[config.mk]
export PLATFORM = sky130hd
export DESIGN_NAME = mips_multicycle_ctrl_flat
export DESIGN_NICKNAME = d
export VERILOG_FILES = /design/src/rtl/mips_multicycle_ctrl_if.sv /design/src/rtl/mips_multicycle_ctrl.sv /design/src/flat_wrapper.sv
export SDC_FILE = /design/constraint.sdc
export NUM_CORES = 1
export LEC_CHECK = 0
export ABC_AREA = 1
export CAP_MARGIN = 20
export CORE_MARGIN = 2
export CORE_UTILIZATION = 43
export CTS_CLUSTER_SIZE = 30
export DETAILED_ROUTE_END_ITERATION = 12
export PLACE_DENSITY = 0.83
export SKIP_CTS_REPAIR_TIMING = 1
export SLEW_MARGIN = 20
export SYNTH_ARGS = -nofsm -noshare
export SYNTH_HDL_FRONTEND = slang
export SYNTH_SLANG_ARGS = --single-unit
[constraint.sdc]
create_clock -name clk -period 1.95 [get_ports clk]
set_input_delay 0.2925 -clock clk [delete_from_list [all_inputs] [get_ports clk]]
set_output_delay 0.2925 -clock clk [all_outputs]
set_load 0.05 [all_outputs]
[src/rtl/mips_multicycle_ctrl_if.sv]
// -----------------------------------------------------------------------------
// mips_multicycle_ctrl_if
//   Bundle of signals between the multi-cycle MIPS controller and its datapath
//   and shared memory.
//   master : the controller. It takes opcode/zero/mem_ready and drives the
//            mux selects, ALU op class, write enables and status pulses.
//   slave  : the datapath/memory side. It drives opcode/zero/mem_ready and
//            receives the controls.
// -----------------------------------------------------------------------------
interface mips_multicycle_ctrl_if;
   logic [5:0] opcode;
   logic       zero;
   logic       mem_ready;
   logic       pc_en;
   logic       iord;
   logic       memread;
   logic       memwrite;
   logic       irwrite;
   logic       regdst;
   logic       memtoreg;
   logic       regwrite;
   logic       alusrca;
   logic [1:0] alusrcb;
   logic [1:0] aluop;
   logic [1:0] pcsrc;
   logic [3:0] state;
   logic       instr_done;
   logic       illegal_op;
   logic       bus_err;

   modport master (
      input  opcode, zero, mem_ready,
      output pc_en, iord, memread, memwrite, irwrite, regdst, memtoreg,
             regwrite, alusrca, alusrcb, aluop, pcsrc, state, instr_done,
             illegal_op, bus_err
   );

   modport slave (
      output opcode, zero, mem_ready,
      input  pc_en, iord, memread, memwrite, irwrite, regdst, memtoreg,
             regwrite, alusrca, alusrcb, aluop, pcsrc, state, instr_done,
             illegal_op, bus_err
   );
endinterface

[src/rtl/mips_multicycle_ctrl.sv]
// -----------------------------------------------------------------------------
// mips_multicycle_ctrl
//   Control FSM for a multi-cycle MIPS datapath that shares one memory for
//   instructions and data. Per state it drives mux selects, the ALU op class
//   and write enables. Memory states (FETCH, MEMRD, MEMWR) are stretched until
//   mem_ready; a stalled access raises a one-cycle bus_err after TIMEOUT wait
//   cycles (data accesses abort to FETCH, FETCH retries).
//
//   Ports
//     clk  : clock, rising edge
//     rst  : synchronous reset, active low
//     bus  : mips_multicycle_ctrl_if.master (opcode/zero/mem_ready in,
//            datapath controls, state code and status pulses out)
//
//   Parameters
//     CNT_W   : wait-counter width
//     TIMEOUT : wait cycles without mem_ready before bus_err (<= 2**CNT_W-1)
//
//   Configuration
//     MIPS_CTRL_JUMP_EN : when defined, opcode 2 (j) executes through the
//                         JUMP state; otherwise it is reported as illegal.
// -----------------------------------------------------------------------------
module mips_multicycle_ctrl #(
   parameter int CNT_W   = 4,
   parameter int TIMEOUT = 15
) (
   input  logic                  clk,
   input  logic                  rst,
   mips_multicycle_ctrl_if.master bus
);

   localparam logic [5:0] OP_RTYPE = 6'd0;
`ifdef MIPS_CTRL_JUMP_EN
   localparam logic [5:0] OP_J     = 6'd2;
`endif
   localparam logic [5:0] OP_BEQ   = 6'd4;
   localparam logic [5:0] OP_ADDI  = 6'd8;
   localparam logic [5:0] OP_LW    = 6'd35;
   localparam logic [5:0] OP_SW    = 6'd43;

   localparam logic [CNT_W-1:0] TO = CNT_W'(TIMEOUT);

   typedef enum logic [3:0] {
      S_FETCH  = 4'd0,
      S_DECODE = 4'd1,
      S_MEMADR = 4'd2,
      S_MEMRD  = 4'd3,
      S_MEMWB  = 4'd4,
      S_MEMWR  = 4'd5,
      S_EXEC   = 4'd6,
      S_ALUWB  = 4'd7,
      S_BRANCH = 4'd8,
      S_ADDIEX = 4'd9,
      S_ADDIWB = 4'd10,
      S_JUMP   = 4'd11
   } state_t;

   state_t           state_q, state_d;
   logic [CNT_W-1:0] cnt_q, cnt_d;

   logic       pc_en, iord, memread, memwrite, irwrite, regdst, memtoreg;
   logic       regwrite, alusrca, instr_done, illegal_op, bus_err;
   logic [1:0] alusrcb, aluop, pcsrc;
   logic       timeout;

   always_ff @(posedge clk) begin
      if (!rst) begin
         state_q <= S_FETCH;
         cnt_q   <= '0;
      end else begin
         state_q <= state_d;
         cnt_q   <= cnt_d;
      end
   end

   // counter reaches TIMEOUT while the access is still outstanding
   assign timeout = (cnt_q == TO);

   always_comb begin
      state_d    = state_q;
      cnt_d      = '0;
      pc_en      = 1'b0;
      iord       = 1'b0;
      memread    = 1'b0;
      memwrite   = 1'b0;
      irwrite    = 1'b0;
      regdst     = 1'b0;
      memtoreg   = 1'b0;
      regwrite   = 1'b0;
      alusrca    = 1'b0;
      alusrcb    = 2'b00;
      aluop      = 2'b00;
      pcsrc      = 2'b00;
      instr_done = 1'b0;
      illegal_op = 1'b0;
      bus_err    = 1'b0;

      case (state_q)
         S_FETCH: begin
            // PC+4 computed by the ALU while the instruction is read
            memread = 1'b1;
            alusrcb = 2'b01;
            if (bus.mem_ready) begin
               irwrite = 1'b1;
               pc_en   = 1'b1;
               state_d = S_DECODE;
            end else if (timeout) begin
               bus_err = 1'b1;          // retry fetch with a fresh count
            end else begin
               cnt_d = cnt_q + 1'b1;
            end
         end
         S_DECODE: begin
            // branch target into ALUOut speculatively
            alusrcb = 2'b11;
            case (bus.opcode)
               OP_RTYPE:     state_d = S_EXEC;
               OP_BEQ:       state_d = S_BRANCH;
               OP_ADDI:      state_d = S_ADDIEX;
               OP_LW, OP_SW: state_d = S_MEMADR;
`ifdef MIPS_CTRL_JUMP_EN
               OP_J:         state_d = S_JUMP;
`endif
               default: begin
                  illegal_op = 1'b1;
                  state_d    = S_FETCH;
               end
            endcase
         end
         S_MEMADR: begin
            alusrca = 1'b1;
            alusrcb = 2'b10;
            if (bus.opcode == OP_LW)      state_d = S_MEMRD;
            else if (bus.opcode == OP_SW) state_d = S_MEMWR;
            else                          state_d = S_FETCH;
         end
         S_MEMRD: begin
            memread = 1'b1;
            iord    = 1'b1;
            if (bus.mem_ready) begin
               state_d = S_MEMWB;
            end else if (timeout) begin
               bus_err = 1'b1;
               state_d = S_FETCH;
            end else begin
               cnt_d = cnt_q + 1'b1;
            end
         end
         S_MEMWB: begin
            memtoreg   = 1'b1;
            regwrite   = 1'b1;
            instr_done = 1'b1;
            state_d    = S_FETCH;
         end
         S_MEMWR: begin
            memwrite = 1'b1;
            iord     = 1'b1;
            if (bus.mem_ready) begin
               instr_done = 1'b1;
               state_d    = S_FETCH;
            end else if (timeout) begin
               bus_err = 1'b1;
               state_d = S_FETCH;
            end else begin
               cnt_d = cnt_q + 1'b1;
            end
         end
         S_EXEC: begin
            alusrca = 1'b1;
            aluop   = 2'b10;
            state_d = S_ALUWB;
         end
         S_ALUWB: begin
            regdst     = 1'b1;
            regwrite   = 1'b1;
            instr_done = 1'b1;
            state_d    = S_FETCH;
         end
         S_BRANCH: begin
            // ALU compares rs/rt; take the target held in ALUOut on zero
            alusrca    = 1'b1;
            aluop      = 2'b01;
            pcsrc      = 2'b01;
            pc_en      = bus.zero;
            instr_done = 1'b1;
            state_d    = S_FETCH;
         end
         S_ADDIEX: begin
            alusrca = 1'b1;
            alusrcb = 2'b10;
            state_d = S_ADDIWB;
         end
         S_ADDIWB: begin
            regwrite   = 1'b1;
            instr_done = 1'b1;
            state_d    = S_FETCH;
         end
`ifdef MIPS_CTRL_JUMP_EN
         S_JUMP: begin
            pcsrc      = 2'b10;
            pc_en      = 1'b1;
            instr_done = 1'b1;
            state_d    = S_FETCH;
         end
`endif
         default: state_d = S_FETCH;  // unused codes recover, outputs idle
      endcase

      // no architectural side effects while held in reset
      if (!rst) begin
         pc_en      = 1'b0;
         irwrite    = 1'b0;
         regwrite   = 1'b0;
         memwrite   = 1'b0;
         instr_done = 1'b0;
         illegal_op = 1'b0;
         bus_err    = 1'b0;
      end
   end

   assign bus.pc_en      = pc_en;
   assign bus.iord       = iord;
   assign bus.memread    = memread;
   assign bus.memwrite   = memwrite;
   assign bus.irwrite    = irwrite;
   assign bus.regdst     = regdst;
   assign bus.memtoreg   = memtoreg;
   assign bus.regwrite   = regwrite;
   assign bus.alusrca    = alusrca;
   assign bus.alusrcb    = alusrcb;
   assign bus.aluop      = aluop;
   assign bus.pcsrc      = pcsrc;
   assign bus.state      = state_q;
   assign bus.instr_done = instr_done;
   assign bus.illegal_op = illegal_op;
   assign bus.bus_err    = bus_err;

endmodule

[src/flat_wrapper.sv]
// flat-port wrapper written by rule: the top's interface ports become plain ports
module mips_multicycle_ctrl_flat 
#(
   parameter int CNT_W   = 4,
   parameter int TIMEOUT = 15
)
  (clk, rst, bus_opcode, bus_zero, bus_mem_ready, bus_pc_en, bus_iord, bus_memread, bus_memwrite, bus_irwrite, bus_regdst, bus_memtoreg, bus_regwrite, bus_alusrca, bus_alusrcb, bus_aluop, bus_pcsrc, bus_state, bus_instr_done, bus_illegal_op, bus_bus_err);
  mips_multicycle_ctrl_if bus_i ();
  input  logic clk;
  input  logic rst;
  input wire logic [$bits(bus_i.opcode)-1:0] bus_opcode;
  input wire logic [$bits(bus_i.zero)-1:0] bus_zero;
  input wire logic [$bits(bus_i.mem_ready)-1:0] bus_mem_ready;
  output wire logic [$bits(bus_i.pc_en)-1:0] bus_pc_en;
  output wire logic [$bits(bus_i.iord)-1:0] bus_iord;
  output wire logic [$bits(bus_i.memread)-1:0] bus_memread;
  output wire logic [$bits(bus_i.memwrite)-1:0] bus_memwrite;
  output wire logic [$bits(bus_i.irwrite)-1:0] bus_irwrite;
  output wire logic [$bits(bus_i.regdst)-1:0] bus_regdst;
  output wire logic [$bits(bus_i.memtoreg)-1:0] bus_memtoreg;
  output wire logic [$bits(bus_i.regwrite)-1:0] bus_regwrite;
  output wire logic [$bits(bus_i.alusrca)-1:0] bus_alusrca;
  output wire logic [$bits(bus_i.alusrcb)-1:0] bus_alusrcb;
  output wire logic [$bits(bus_i.aluop)-1:0] bus_aluop;
  output wire logic [$bits(bus_i.pcsrc)-1:0] bus_pcsrc;
  output wire logic [$bits(bus_i.state)-1:0] bus_state;
  output wire logic [$bits(bus_i.instr_done)-1:0] bus_instr_done;
  output wire logic [$bits(bus_i.illegal_op)-1:0] bus_illegal_op;
  output wire logic [$bits(bus_i.bus_err)-1:0] bus_bus_err;
  assign bus_i.opcode = bus_opcode;
  assign bus_i.zero = bus_zero;
  assign bus_i.mem_ready = bus_mem_ready;
  assign bus_pc_en = bus_i.pc_en;
  assign bus_iord = bus_i.iord;
  assign bus_memread = bus_i.memread;
  assign bus_memwrite = bus_i.memwrite;
  assign bus_irwrite = bus_i.irwrite;
  assign bus_regdst = bus_i.regdst;
  assign bus_memtoreg = bus_i.memtoreg;
  assign bus_regwrite = bus_i.regwrite;
  assign bus_alusrca = bus_i.alusrca;
  assign bus_alusrcb = bus_i.alusrcb;
  assign bus_aluop = bus_i.aluop;
  assign bus_pcsrc = bus_i.pcsrc;
  assign bus_state = bus_i.state;
  assign bus_instr_done = bus_i.instr_done;
  assign bus_illegal_op = bus_i.illegal_op;
  assign bus_bus_err = bus_i.bus_err;
  mips_multicycle_ctrl #(.CNT_W(CNT_W), .TIMEOUT(TIMEOUT)) u_core (.clk(clk), .rst(rst), .bus(bus_i));
endmodule
==> results.yml <==
cts:
  clockRootBuffer: "clkbuf_4"
  htree_num_levels: 1
  clock_latency_ns: 0.26
  clkSlewWorstSetupHoldPaths_ns: 0.06
  cts.sinks: 8
  cts_buffers: 3
  tritoncts: "yes"
  cts_buffer_depth: 2
synth:
  synth-edff-count: 0
  ys_async_sr_fraction_pct: 0
  yosysTopAreaCell: "dfxtp_1"
  synth_seq_area_share_pct: 23.2
  synth_top_area_share_pct: 23.2
  syn_area_sq_um: 691
  synth-main-ff-cell: "dfxtp_1"
  synthTopCellsByCount: "nor2_1, nand2_1, inv_1"
  yosysUniqueCellTypes: 20
  post-synth-top-count-cell: "nor2_1"
  syn_inst: 130
  synth.net_count: 141
  synth_area_leaders: "dfxtp_1, nor2_1, nand2_1"
  ys_ff_latch: 8
  yosysWarnings: 0
  avgSynthCellArea_sq_um: 5.31
detailed_routing:
  dr_wl_met3_um: 190
  initialDrtViolationCount: 25
  drc: 0
  routed-via-count: 924
  ant_nets: 0
  vias_per_cell: 5.13
  highest_layer: "met4"
  wl_per_cell_um: 11.0
  m1WireLength_um: 768
  dr.pass1.iters: 4
  wl_met2_um: 975
  drt-total-wl_um: 1980
global_route:
  grt_overflow: 0
  grt_usage_pct: 22.2
  grt_max_degree: 9
  grt_pass1_wl_um: 3330
  antenna_found_initial: 0
  grt_pass1_vias: 797
power_and_ir_drop:
  total_power_uw: 502
  pwr-share-seq_pct: 34.8
  combinationalPowerShare_pct: 38.1
  switching_power_uw: 181
  leakagePower_nw: 0.546
  p_sw_share_pct: 36.1
  power.internal_uw: 321
  peakVddDrop_uv: 617
  pwr-share-clk_pct: 27.1
  p_per_area_nw_per_um2: 400
timing:
  maxSlewViolCount: 0
  skew_ns: 0.0134
  rsz0062_at_grt: "true"
  hold_viol_final: 0
  setup_viol: 0
  min_period_ns: 1.90
  max_freq_mhz: 525
  timing.final.crit_share_pct: 97.6
  setup_ws_ns: 0.0463
die:
  num_io_pins: 32
  start_util_pct: 45.8
  core_sq_um: 1510
  die_area_sq_um: 1940
  fp.dieW_um: 44.1
  fp.dieH_um: 44.1
  rows: 14
hold_path:
  min_path_type: "flip-flop to flip-flop"
  hold_depth: 1
  worstHoldStart: "u_core.cnt_q[0]"
setup_path:
  worstSetupStartpointType: "flip-flop"
  path_class: "flip-flop to output port"
  cp-end-kind: "output port"
  worst-path-max-fanout: 8
  cp.arrival_ns: 1.61
  crit_start: "u_core.bus.state[1]"
  reg2reg_depth: 8
  r2r_slack_ns: 0.70
  reg2reg_to: "u_core.bus.state[0]"
  crit_required_ns: 1.66
  rr_startpoint: "u_core.cnt_q[0]"
  crit_end: "bus_bus_err"
final_layout:
  antennaDiodeCount: 0
  syn_to_final_growth_pct: 81.7
  drive_above_1_share_pct: 26.2
  post-route-util_pct: 83.3
  fin_cells: 180
  final_nets: 176
job:
  cap_viol_max_count: 0
placement:
  post-place-cells: 176
  pre_cts_ws_ns: 0.112
  globalplace.congestion: 0.919
  dpl.hpwl_um: 1660
  io_buffer_count: 30
outcome:
  status: "finished clean"
==> per-stage QoR <==
stage	hold WS (ns)	instance area, sq um	TNS (ns)
2_1_floorplan	0.418	766	-0.0419
3_3_place_gp	0.431	1220	0
3_5_place_dp	0.438	1220	0
4_1_cts	0.446	1240	0
5_1_grt	0.452	1250	-0.0491
6_report	0.440	1250	0
==> worst min path at each step <==
| stage | endpoint | slack, ns |
|---|---|---|
| 6_report | u_core.cnt_q[0] | 0.44 |
| 2_1_floorplan | u_core.cnt_q[0] | 0.42 |
| 3_3_place_gp | u_core.cnt_q[0] | 0.43 |
| 5_1_grt | u_core.cnt_q[0] | 0.45 |
| 4_1_cts | u_core.cnt_q[0] | 0.45 |
| 3_5_place_dp | u_core.cnt_q[0] | 0.44 |
==> flip-flops by register name, summed over array words and instances, names as in the netlist <==
name              count
u_core.bus.state      4
u_core.cnt_q          4
==> layer usage <==
layer  global-route usage (%)  up-vias
met4                     9.09        0
met2                     39.1       51
met3                     1.22        6
li1                         -      467
met5                        0        -
met1                     28.0      400
==> cells by family after synthesis <==
family / Yosys count / synth area share, %
simple gates: 87 / 52.9
xor+xnor: 2 / 2.54
flops: 8 / 23.2
fa+ha+maj: 1 / 1.81
buf+inv: 22 / 12.5
compound gates: 9 / 6.52
other cells: 1 / 0.543
==> worst max-delay path, stage by stage (launching register included) <==
cell and delay, ns:
dfxtp_4 0.40, nand2_1 0.11, inv_1 0.11, nand2_1 0.10, nand2_2 0.14, inv_2 0.05
nand2_2 0.07, nand3_1 0.11, nor2_4 0.12, buf_12 0.14
==> cell usage in the layout, fill, tap and decap left out, types with 2 or more instances in the layout <==
cell type / count
nand2_1: 26
dfxtp_1: 4
clkbuf_4: 3
nand2_2: 4
nand3_1: 11
inv_1: 18
clkinvlp_4: 2
a21oi_1: 5
buf_4: 4
buf_12: 14
nor2_4: 4
o21ai_0: 3
clkdlybuf4s50_1: 13
nor2_2: 2
nor2_1: 34
dfxtp_4: 3
==> cell type report <==
class | instances | area [sq um]
multi-input cells | 100 | 509
repair buffers | 31 | 440
fillers | 94 | 251
flip-flops and latches | 8 | 173
inverters | 21 | 86.3
clock buffers | 4 | 26.3
well taps | 16 | 20.0
==> power groups by stage <==
stage / combinational [mW] / clock (mW) / sequential [mW]
6_report: 0.191 / 0.136 / 0.175
5_1_grt: 0.205 / 0.143 / 0.175
4_1_cts: 0.190 / 0.139 / 0.174
3_5_place_dp: 0.189 / 0 / 0.178
3_3_place_gp: 0.185 / 0 / 0.178
2_1_floorplan: 0.102 / 0 / 0.186
No activity file was read; power rests on OpenSTA's default activity.
